### src/rtl/control_sequencer.sv
// Hardwired fetch/decode/execute sequencer producing the full ALUSystem control word each cycle.
// Optional macro ILLEGAL_TRAP_EN: illegal opcodes halt the sequencer instead of executing as NOP.
module control_sequencer #(
  parameter logic [3:0]  HALT_OPC = 4'hB,
  parameter int unsigned SC_W     = 2
) (
  input  logic            Clock,
  input  logic            Reset,
  input  logic [15:0]     IR_Out,
  input  logic [3:0]      ALU_Flags,
  output logic [40:0]     CtrlWord,
  output logic [SC_W-1:0] SeqCnt,
  output logic            Halted,
  output logic            Illegal
);

  typedef struct packed {
    logic [2:0] rf_o1_sel;
    logic [2:0] rf_o2_sel;
    logic [1:0] rf_fun_sel;
    logic [3:0] rf_r_sel;
    logic [3:0] rf_t_sel;
    logic [3:0] alu_fun_sel;
    logic [1:0] arf_out_a_sel;
    logic [1:0] arf_out_b_sel;
    logic [1:0] arf_fun_sel;
    logic [3:0] arf_r_sel;
    logic       ir_lh;
    logic       ir_enable;
    logic [1:0] ir_fun_sel;
    logic       mem_wr;
    logic       mem_cs;
    logic [1:0] mux_a_sel;
    logic [1:0] mux_b_sel;
    logic       mux_c_sel;
  } ctrl_t;

  // S_IDLE is the post-reset state that has not yet issued its first fetch.
  typedef enum logic [2:0] {S_IDLE, S_T0, S_T1, S_T2, S_HALT} state_t;

  localparam logic [SC_W-1:0] SC_T0 = SC_W'(0);
  localparam logic [SC_W-1:0] SC_T1 = SC_W'(1);
  localparam logic [SC_W-1:0] SC_T2 = SC_W'(2);

  state_t state_r;
  logic   illegal_opc_s;

  function automatic ctrl_t idle_word();
    ctrl_t w;
    w        = '0;
    w.mem_cs = 1'b1;
    return w;
  endfunction

  function automatic ctrl_t fetch_word(input logic lh);
    ctrl_t w;
    w               = '0;
    w.arf_out_b_sel = 2'b10;
    w.mem_cs        = 1'b0;
    w.mem_wr        = 1'b0;
    w.ir_enable     = 1'b1;
    w.ir_lh         = lh;
    w.ir_fun_sel    = 2'b01;
    w.arf_r_sel     = 4'b0010;
    w.arf_fun_sel   = 2'b10;
    return w;
  endfunction

  function automatic logic [3:0] reg_onehot(input logic [1:0] r);
    return 4'b1000 >> r;
  endfunction

  function automatic logic [3:0] alu_code(input logic [2:0] op);
    logic [3:0] c;
    case (op)
      3'd0:    c = 4'b0111;
      3'd1:    c = 4'b1000;
      3'd2:    c = 4'b0010;
      3'd3:    c = 4'b0100;
      3'd4:    c = 4'b0110;
      3'd5:    c = 4'b1010;
      3'd6:    c = 4'b1011;
      3'd7:    c = 4'b0000;
      default: c = 4'b0000;
    endcase
    return c;
  endfunction

  function automatic ctrl_t exec_word(input logic [15:0] ir, input logic z);
    ctrl_t w;
    w = idle_word();
    case (ir[15:12])
      4'h0, 4'h1, 4'h2, 4'h3, 4'h4, 4'h5, 4'h6, 4'h7: begin
        w.rf_o1_sel   = {1'b1, ir[9:8]};
        w.rf_o2_sel   = {1'b1, ir[7:6]};
        w.mux_c_sel   = 1'b0;
        w.alu_fun_sel = alu_code(ir[14:12]);
        w.mux_a_sel   = 2'b00;
        w.rf_r_sel    = reg_onehot(ir[11:10]);
        w.rf_fun_sel  = 2'b01;
      end
      4'h8, 4'h9: begin
        // BNE falls through to IDLE when Z is set.
        if ((ir[15:12] == 4'h8) || !z) begin
          w.mux_b_sel   = 2'b10;
          w.arf_r_sel   = 4'b0010;
          w.arf_fun_sel = 2'b01;
        end else begin
          w = idle_word();
        end
      end
      4'hA: begin
        w.mux_a_sel  = 2'b10;
        w.rf_r_sel   = reg_onehot(ir[11:10]);
        w.rf_fun_sel = 2'b01;
      end
      default: w = idle_word();
    endcase
    return w;
  endfunction

  assign illegal_opc_s = (IR_Out[15:12] >= 4'hC) && (IR_Out[15:12] != HALT_OPC);

  // Sequence-counter FSM with registered control word and status outputs.
  always_ff @(posedge Clock or posedge Reset) begin
    if (Reset) begin
      state_r  <= S_IDLE;
      CtrlWord <= idle_word();
      SeqCnt   <= SC_T0;
      Halted   <= 1'b0;
      Illegal  <= 1'b0;
    end else begin
      case (state_r)
        S_IDLE, S_T2: begin
          state_r  <= S_T0;
          CtrlWord <= fetch_word(1'b0);
          SeqCnt   <= SC_T0;
        end
        S_T0: begin
          state_r  <= S_T1;
          CtrlWord <= fetch_word(1'b1);
          SeqCnt   <= SC_T1;
        end
        S_T1: begin
          SeqCnt <= SC_T2;
          if (IR_Out[15:12] == HALT_OPC) begin
            state_r  <= S_HALT;
            CtrlWord <= idle_word();
            Halted   <= 1'b1;
          end else if (illegal_opc_s) begin
            CtrlWord <= idle_word();
            Illegal  <= 1'b1;
`ifdef ILLEGAL_TRAP_EN
            state_r  <= S_HALT;
            Halted   <= 1'b1;
`else
            state_r  <= S_T2;
`endif
          end else begin
            state_r  <= S_T2;
            CtrlWord <= exec_word(IR_Out, ALU_Flags[3]);
          end
        end
        S_HALT: begin
          state_r  <= S_HALT;
          CtrlWord <= idle_word();
          SeqCnt   <= SC_T2;
          Halted   <= 1'b1;
        end
        default: begin
          state_r  <= S_IDLE;
          CtrlWord <= idle_word();
          SeqCnt   <= SC_T0;
        end
      endcase
    end
  end

endmodule

### config.mk
export PLATFORM = sky130hd
export DESIGN_NAME = control_sequencer
export DESIGN_NICKNAME = d
export VERILOG_FILES = /design/src/rtl/control_sequencer.sv
export SDC_FILE = /design/constraint.sdc
export NUM_CORES = 1
export LEC_CHECK = 0
export ABC_AREA = 1
export BUFFER_PORTS_ARGS = -buffer_cell sky130_fd_sc_hd__buf_2
export CAP_MARGIN = 15
export CORE_MARGIN = 2
export CORE_UTILIZATION = 41
export CTS_CLUSTER_DIAMETER = 100
export CTS_CLUSTER_SIZE = 40
export DETAILED_ROUTE_END_ITERATION = 7
export HOLD_SLACK_MARGIN = 0.15
export PLACE_DENSITY = 0.75
export SYNTH_ARGS = -nofsm -noshare
export SYNTH_HDL_FRONTEND = slang
export SYNTH_SLANG_ARGS = --single-unit
### constraint.sdc
create_clock -name Clock -period 1.1 [get_ports Clock]
set_input_delay 0.055 -clock Clock [delete_from_list [all_inputs] [get_ports Clock]]
set_output_delay 0.055 -clock Clock [all_outputs]
set_load 0.01 [all_outputs]
; Word-level counts from Yosys, hierarchy flattened
; Memories as Yosys holds them, arrays and structs flattened.
; Cells that the tools add are included.
[totals]
word_cells = 55
output_inout_bits = 45
romBits = 32
ff_bits = 48
memories = 1
input_bits = 22
[mem_list]
columns = name, depth, word_bits, read_ports, rd_ports_with_merged_regs, write_ports, line_no
row1 = (no name shown), 8, 4, 1, 0, 0, 75  ; case (op)
[op_classes]
n_bitwise = 1
n_mux = 16
n_eq_ne = 17
n_reduce_logical = 13
magnitude_cmp = 1
n_shift = 1
[op_table]
columns = operator, n
row1 = $pmux 41 s3, 1
row2 = $mux 41, 2
row3 = $eq 4x3->1 const B, 4
row4 = $eq 4x4->1 const B, 4
row5 = $pmux 3 s4, 1
row6 = $mux 11, 1
row7 = $mux 5, 2
row8 = $reduce_or 9->1, 1
row9 = $eq 4x2->1 const B, 2
row10 = $reduce_or 8->1, 1
row11 = $eq 3x2->1 const B, 2
row12 = $mux 2, 3
row13 = $mux 6, 1
row14 = $reduce_or 2->1, 3
row15 = $eq 4x1->1 const B, 1
row16 = $ge 4x4->1 const B, 1
row17 = $logic_not 4->1, 1
row18 = $mux 4, 1
row19 = $ne 4x4->1 const B, 1
row20 = $pmux 2 s2, 1
row21 = $shr 4x2->4 const A, 1
row22 = $eq 3x1->1 const B, 1
row23 = $eq 3x3->1 const B, 1
row24 = $logic_not 3->1, 1
row25 = other kinds (11), 11

; Depth between registers and ports, before layout
; Gate-level depths: netlist of run 1.
[logic_depth]
depth_word = 7
mapped_depth = 10
depth_no_buf = 10

; Worst setup path before layout of run 1
; OpenSTA, ideal clock, no wires.
[synth_timing]
kind = reg-to-reg
from = register state_r[0]
to = register CtrlWord[29]
path_slack_ns = 0.046
required_time_ns = 1.029
synth_period_minus_slack_ns = 1.054
arrival_time_ns = 0.983
setup_time_ns = 0.071
path_buffers = 0
path_stages_with_launch = 8
cell_sequence = dfrtp_1 nor2_4 nand2_1 clkinv_2 nand2_2 nor2_4 nand3_2 nor2_1
[synth_between]
elab_chain_cells = 3
elab_cells_between_ends = 6
classes_between = eq/ne: 3 / mux: 1 / reduce/logical: 2
[synth_lines]
columns = element, line_no
row1 = "start, declared", 45  ; state_t state_r;
row2 = "start signal, assigned", 127  ; state_r <= S_IDLE;
row3 = "start signal, assigned", 135  ; state_r <= S_T0;
row4 = "start signal, assigned", 140  ; state_r <= S_T1;
row5 = $eq 3x2->1 / $logic_not 3->1 (equally long branches), 133  ; case (state_r)
row6 = $reduce_or 2->1, 133
row7 = $pmux 41 s3 (*), 133
row8 = "end signal, assigned", 128  ; CtrlWord <= idle_word();
row9 = "end signal, assigned", 136  ; CtrlWord <= fetch_word(1'b0);
row10 = "end signal, assigned", 141  ; CtrlWord <= fetch_word(1'b1);
row11 = "end, declared", 11  ; output logic [40:0] CtrlWord,
; Every way passes the cells marked *; elsewhere a longest branch is shown, timed or not.
; A chain may end at the register's enable or synchronous reset.

; Final worst setup path of run 1
; Ends and elaborated chain as after synthesis.

==> flow_summary.yaml, run 1 <==
finish:
  fillCellCount: 293
  syn2layout_area_growth_pct: 34.00
  multi_input_area_sq_um: 538.0
  final_nets: 242
  drive_above_1_share_pct: 39.62
  antenna_cells: 0
  regArea_sq_um: 676.9
synth:
  ys_top_cells_by_area: "dfrtp_1 (47%), buf_4 (11%), inv_1 (6.5%)"
  syn_avg_cell_area_sq_um: 9.299
  syn_inst: 148
  synth-seq-area-share_pct: 49.18
  yosys.area.top_type: "dfrtp_1"
  synth.distinct_cells: 26
  ys_warn_count: 0
  yosys.area.top_type_share_pct: 47.27
  synthesis.area_sq_um: 1376
  ys_ff_latch: 27
job:
  maxCapViolCount: 0
clock_network:
  cts_inserted_buffers: 3
  cts_sinks: 27
  ctsHtreeMaxLevel: 1
  worstSkewPairLatency_ps: 310
  tritoncts: "yes"
  clock_path_buffers: 2
  cts_root_buf: "clkbuf_4"
  clkSlewWorstSetupHoldPaths_ps: 130
routing:
  postRouteAntennaNets: 0
  via_per_inst: 3.938
  wl_per_cell_um: 8.857
  drt_iter0_markers: 11
  drcViolationCount: 0
  vias: 1016
  drt-total-wl_um: 2285
  drtPass1Iterations: 4
critical_path:
  crit_buf_inv: 1
  start_kind: "register"
  path_max_fanout: 3
  cpPeakStageDelay_ps: 440
  cpLargestDelayFamily: "simple AND/OR/NAND/NOR gates"
  crit_type: "register to register"
  cpMaxStageDelayCell: "dfrtp_1"
  crit_chain: "nor2_4 -> nand2_4 -> inv_4 -> nand2_4 -> nor2_4 -> nand3_2 -> nor2_2"
  crit_path_end_kind: "register"
  required_ps: 1360
  crit_arrival_ps: 1420
grt:
  grt_pass1_wl_um: 3539
  grt_pass1_vias: 841
  antenna_found_initial: 0
  grt_usage_pct: 13.03
  grt_overflow_total: 0
  grt_max_degree: 28
timing:
  drv_slew: 0
  worst_slack_ps: -63.06
  worst_hold_slack_ps: 133.0
  min_period_ps: 1163
  setup_tns_ps: -141.1
  finalSetupViolCount: 6
  period_share_pct: 105.7
  rsz0062_at_grt: "yes"
  clock.fmax_mhz: 859.8
  timing_hold_violations_final: 0
  clock_skew_ps: 2.131
die:
  num_rows: 21
  design.die.area_sq_um: 3837
  start_util_pct: 41.90
  io_pins: 67
  die_y_um: 61.94
  core_area_sq_um: 3284
  die_w_um: 61.94
outcome:
  status: "finished, violations left"
  violations: "negative setup slack"
place:
  portBuffers: 41
  hpwlAfterDp_um: 1656
  gp_congestion: 0.7813
worst_hold_path:
  hold_class: "primary input to register"
pwr:
  p_comb_share_pct: 39.3
  switchingPower_uw: 948.2
  p_per_area_nw_per_um2: 1495
  sw_frac_of_total_pct: 34.38
  total_leakage_power_uw: 0.001064
  clock_power_share_pct: 14.6
  pwr-share-seq_pct: 46.1
  power.internal_uw: 1809
  ir_drop_mv: 0.4619
-- timing repair --
action | 4_1_cts | 5_1_grt
endpoints found under the hold margin | 41 | 1
gates resized for setup | 6 | 7
pin swaps | 5 | 6
setup buffers | 2 | 0
hold buffers | 11 | 1
gates cloned | 1 | 0
setup endpoints to repair | 15 | 22
-- per-layer routing --
| layer | vias up | part of all wire [%] | track usage (%) |
|---|---|---|---|
| met3 | 4 | 4.6 | 1.449 |
| met1 | 450 | 41 | 14.79 |
| met4 | 0 | 1.9 | 8.207 |
| met2 | 33 | 52 | 23.07 |
| met5 | - | 0 | 0 |
| li1 | 529 | - | - |
-- cell type report --
| class | count | share of cell area [%] |
|---|---|---|
| flip-flops and latches | 27 | 36.70 |
| inverters | 28 | 5.970 |
| multi-input cells | 87 | 29.17 |
| clock buffers | 4 | 1.425 |
| repair buffers | 66 | 23.61 |
| well taps | 46 | 3.121 |
-- cells in the mapped netlist --
cell type	n
o21bai_2	1
nor2_2	1
nand3_2	1
o21ai_4	1
ha_1	7
o21ai_0	3
dfstp_2	1
nand2_2	6
nand3b_1	1
nor2_4	2
o21bai_1	2
a21oi_1	4
inv_1	24
nand2_4	1
nor2_1	21
conb_1	1
nand2_1	16
inv_4	1
nor3_1	1
dfrtp_1	26
a21oi_2	1
clkinv_2	1
inv_2	2
buf_4	21
nand3_1	1
buf_6	1
-- power by group through the flow --
stage,sequential [uW],combinational [uW],clock [uW]
final,1270,1080,403
after global routing,1300,1230,450
after CTS,1270,1050,413
after detailed placement,1290,919,0
after global placement,1290,908,0
after floorplan,1380,546,0
-- flip-flops by register name, indices dropped and copies added, names as in the netlist --
name and cells:
CtrlWord 20, Halted 1, Illegal 1, SeqCnt 2
state_r 3
-- final timing paths --
| check | slack [ps] | cells after the start | end | startpoint |
|---|---|---|---|---|
| max | -60 | 7 | CtrlWord[29] | state_r[0] |
| max reg2reg | -60 | 7 | CtrlWord[29] | state_r[0] |
| min | 130 | 4 | CtrlWord[4] | IR_Out[14] |
| min reg2reg | 490 | 1 | Halted | Halted |
| min in group asynchronous | 290 | 4 | CtrlWord[38] | Reset |
| max in group asynchronous | 590 | 4 | CtrlWord[5] | Reset |
-- worst register-to-register path: cells and delay by family, from the launching register on --
| family | cells | cell delay (ps) |
|---|---|---|
| buf+inv | 1 | 60 |
| flops | 1 | 440 |
| simple gates | 6 | 610 |
-- layout by cell type, fill, tap and decap left out, types with 3 or more instances in the layout --
cell            n
buf_4          12
nand2_2         5
dlygate4sd3_1  12
buf_2          41
nor2_2          3
nand2_4         3
inv_1          24
nor2_1         18
nor2_4          3
dfrtp_1        26
clkbuf_4        3
ha_1            7
a21oi_2         3
nand2_1        15
o21ai_0         3
conb_1         16
-- logic make-up (layout without fill, tap and decap cells) --
logic type               count (synthesis)  after routing  share of synthesized area, %
AND/OR/NAND/NOR                         51             51                         17.73
buffers and inverters                   50             98                         20.18
flip-flops                              27             27                         49.18
other                                    1             16                        0.2725
AO/OA/AOI/OAI                           12             13                         6.273
adder cells (fa/ha/maj)                  7              7                         6.363
-- through the flow --
stage	worst slack [ps]	total power, uW	std cells	utilization, %	area [sq um]
floorplan	45.91	1928	163	-	1433
global placement	-80.73	2194	239	49.37	1622
detailed placement	-119.0	2212	239	49.37	1622
CTS	-45.27	2735	257	55.01	1807
global route	-151.5	2977	258	56.15	1844
finish	-63.06	2758	258	56.15	1844
(Power assumes the default switching activity.)
==> run 2, diff against run 1 <==
--- a/config.mk
+++ b/config.mk
@@ -8,12 +8,11 @@
 export ABC_AREA = 1
 export BUFFER_PORTS_ARGS = -buffer_cell sky130_fd_sc_hd__buf_2
 export CAP_MARGIN = 15
-export CORE_MARGIN = 2
 export CORE_UTILIZATION = 41
 export CTS_CLUSTER_DIAMETER = 100
 export CTS_CLUSTER_SIZE = 40
 export DETAILED_ROUTE_END_ITERATION = 7
-export HOLD_SLACK_MARGIN = 0.15
+export HOLD_SLACK_MARGIN = 0.1
 export PLACE_DENSITY = 0.75
 export SYNTH_ARGS = -nofsm -noshare
 export SYNTH_HDL_FRONTEND = slang
==> flow_summary.yaml, run 2 (synthesis results as in run 1) <==
timing:
  rsz0062_at_grt: "yes"
  worst_hold_slack_ps: 130.1
  clock.fmax_mhz: 907.9
  drv_slew: 0
  min_period_ps: 1101
  worst_slack_ps: -1.389
  finalSetupViolCount: 1
  timing_hold_violations_final: 0
  period_share_pct: 100.1
  clock_skew_ps: 2.604
routing:
  drt-total-wl_um: 2324
  drcViolationCount: 0
  via_per_inst: 4.142
  postRouteAntennaNets: 0
  drtPass1Iterations: 4
  drt_iter0_markers: 28
  wl_per_cell_um: 8.904
  vias: 1081
outcome:
  violations: "negative setup slack"
  status: "finished, violations left"
place:
  dp_slack_ps: -111.7
  portBuffers: 41
  gp_congestion: 0.7392
  hpwlAfterDp_um: 1676
  dp.cells: 240
critical_path:
  r2r_start: "state_r[0]"
  reg2regPathDepth: 7
  r2r_slack_ps: -1
  crit_type: "register to register"
  crit_path_end_kind: "register"
  start_kind: "register"
  required_ps: 1360
  crit-reg2reg-capture: "CtrlWord[29]"
  crit_arrival_ps: 1360
  path_max_fanout: 3
clock_network:
  cts_sinks: 27
  tritoncts: "yes"
  worstSkewPairLatency_ps: 310
  cts_inserted_buffers: 3
  clkSlewWorstSetupHoldPaths_ps: 130
  clock_path_buffers: 2
  cts_root_buf: "clkbuf_4"
  ctsHtreeMaxLevel: 1
grt:
  grt_usage_pct: 13.75
  grt_overflow_total: 0
  antenna_found_initial: 0
  grt_pass1_wl_um: 3615
  grt_pass1_vias: 918
  grt_max_degree: 15
die:
  core_area_sq_um: 3128
  start_util_pct: 44.00
  io_pins: 67
  design.die.area_sq_um: 3593
  die_w_um: 59.94
  die_y_um: 59.94
  num_rows: 20
worst_hold_path:
  hp-start: "IR_Out[14]"
  holdPathEnd: "CtrlWord[22]"
  hold_class: "primary input to register"
  hold_depth: 4
pwr:
  p_per_area_nw_per_um2: 1521
  p_total_uw: 2833
  total_leakage_power_uw: 0.001074
  ir_drop_mv: 0.4722
finish:
  final_nets: 247
  top_register: "CtrlWord"
  syn2layout_area_growth_pct: 35.36
  final_common_cell: "buf_2"
  antenna_cells: 0
  fillCellCount: 275
  final_cell_mix: "buf_2 (41), dfrtp_1 (26), inv_1 (23)"
  drive_above_1_share_pct: 41.94
  instances_no_fill: 261
  fin_util_pct: 59.56
  largest_reg_flops: 20
  top_regs: "CtrlWord: 20 flops, state_r: 3 flops, SeqCnt: 2 flops"
job:
  maxCapViolCount: 0
-- run 2: worst max-delay path by stage --
stage,startpoint,endpoint,slack (ps)
after CTS,state_r[1],CtrlWord[31],-3
after global routing,state_r[0],CtrlWord[29],-90
after detailed placement,IR_Out[12],CtrlWord[24],-110
after global placement,IR_Out[12],CtrlWord[24],-100
final,state_r[0],CtrlWord[29],-1
after floorplan,state_r[0],CtrlWord[29],50
-- run 2: stage by stage --
stage               TNS (ps)  cell area [sq um]
global route          -730.9               1863
floorplan                  0               1433
global placement      -942.4               1629
finish                -1.389               1863
detailed placement     -1098               1629
CTS                   -2.565               1807
-- run 2: worst max-delay path, stage by stage, from the launching register on --
cell and delay, ps:
dfrtp_1 430, nor2_4 150, nand2_4 80, clkinv_4 60, nand2_4 50, nor2_4 100
nand3_2 100, nor2_1 90
-- run 2: where the power goes --
part	internal (uW)	switching (uW)
Sequential	1190	71.7
Combinational	530	636
Clock	142	262
-- run 2: area by class of cell --
| class | count | area (sq um) | area share (%) |
|---|---|---|---|
| Sequential cell | 27 | 676.9 | 36.33 |
| Multi-Input combinational cell | 87 | 534.3 | 28.68 |
| Timing Repair Buffer | 71 | 457.9 | 24.58 |
| Inverter | 28 | 112.6 | 6.044 |
| Tap cell | 44 | 55.05 | 2.955 |
| Clock buffer | 4 | 26.28 | 1.410 |
-- run 2: routing by layer --
metal,share of wire (%),wire [um],vias up,global-route usage (%)
li1,-,-,536,-
met3,5.6,130,4,1.948
met1,42,967,494,14.19
met5,0,0,-,0
met4,1.5,35,0,5.980
met2,51,1191,47,26.98
-- run 2: what timing repair did --
item / in CTS / in global routing
pin swaps: 4 / 5
endpoints found under the hold margin: 39 / 0
resized for setup: 5 / 8
hold buffers: 11 / 0
setup buffers: 3 / 2
gates cloned: 0 / 1
setup endpoints to repair: 9 / 19
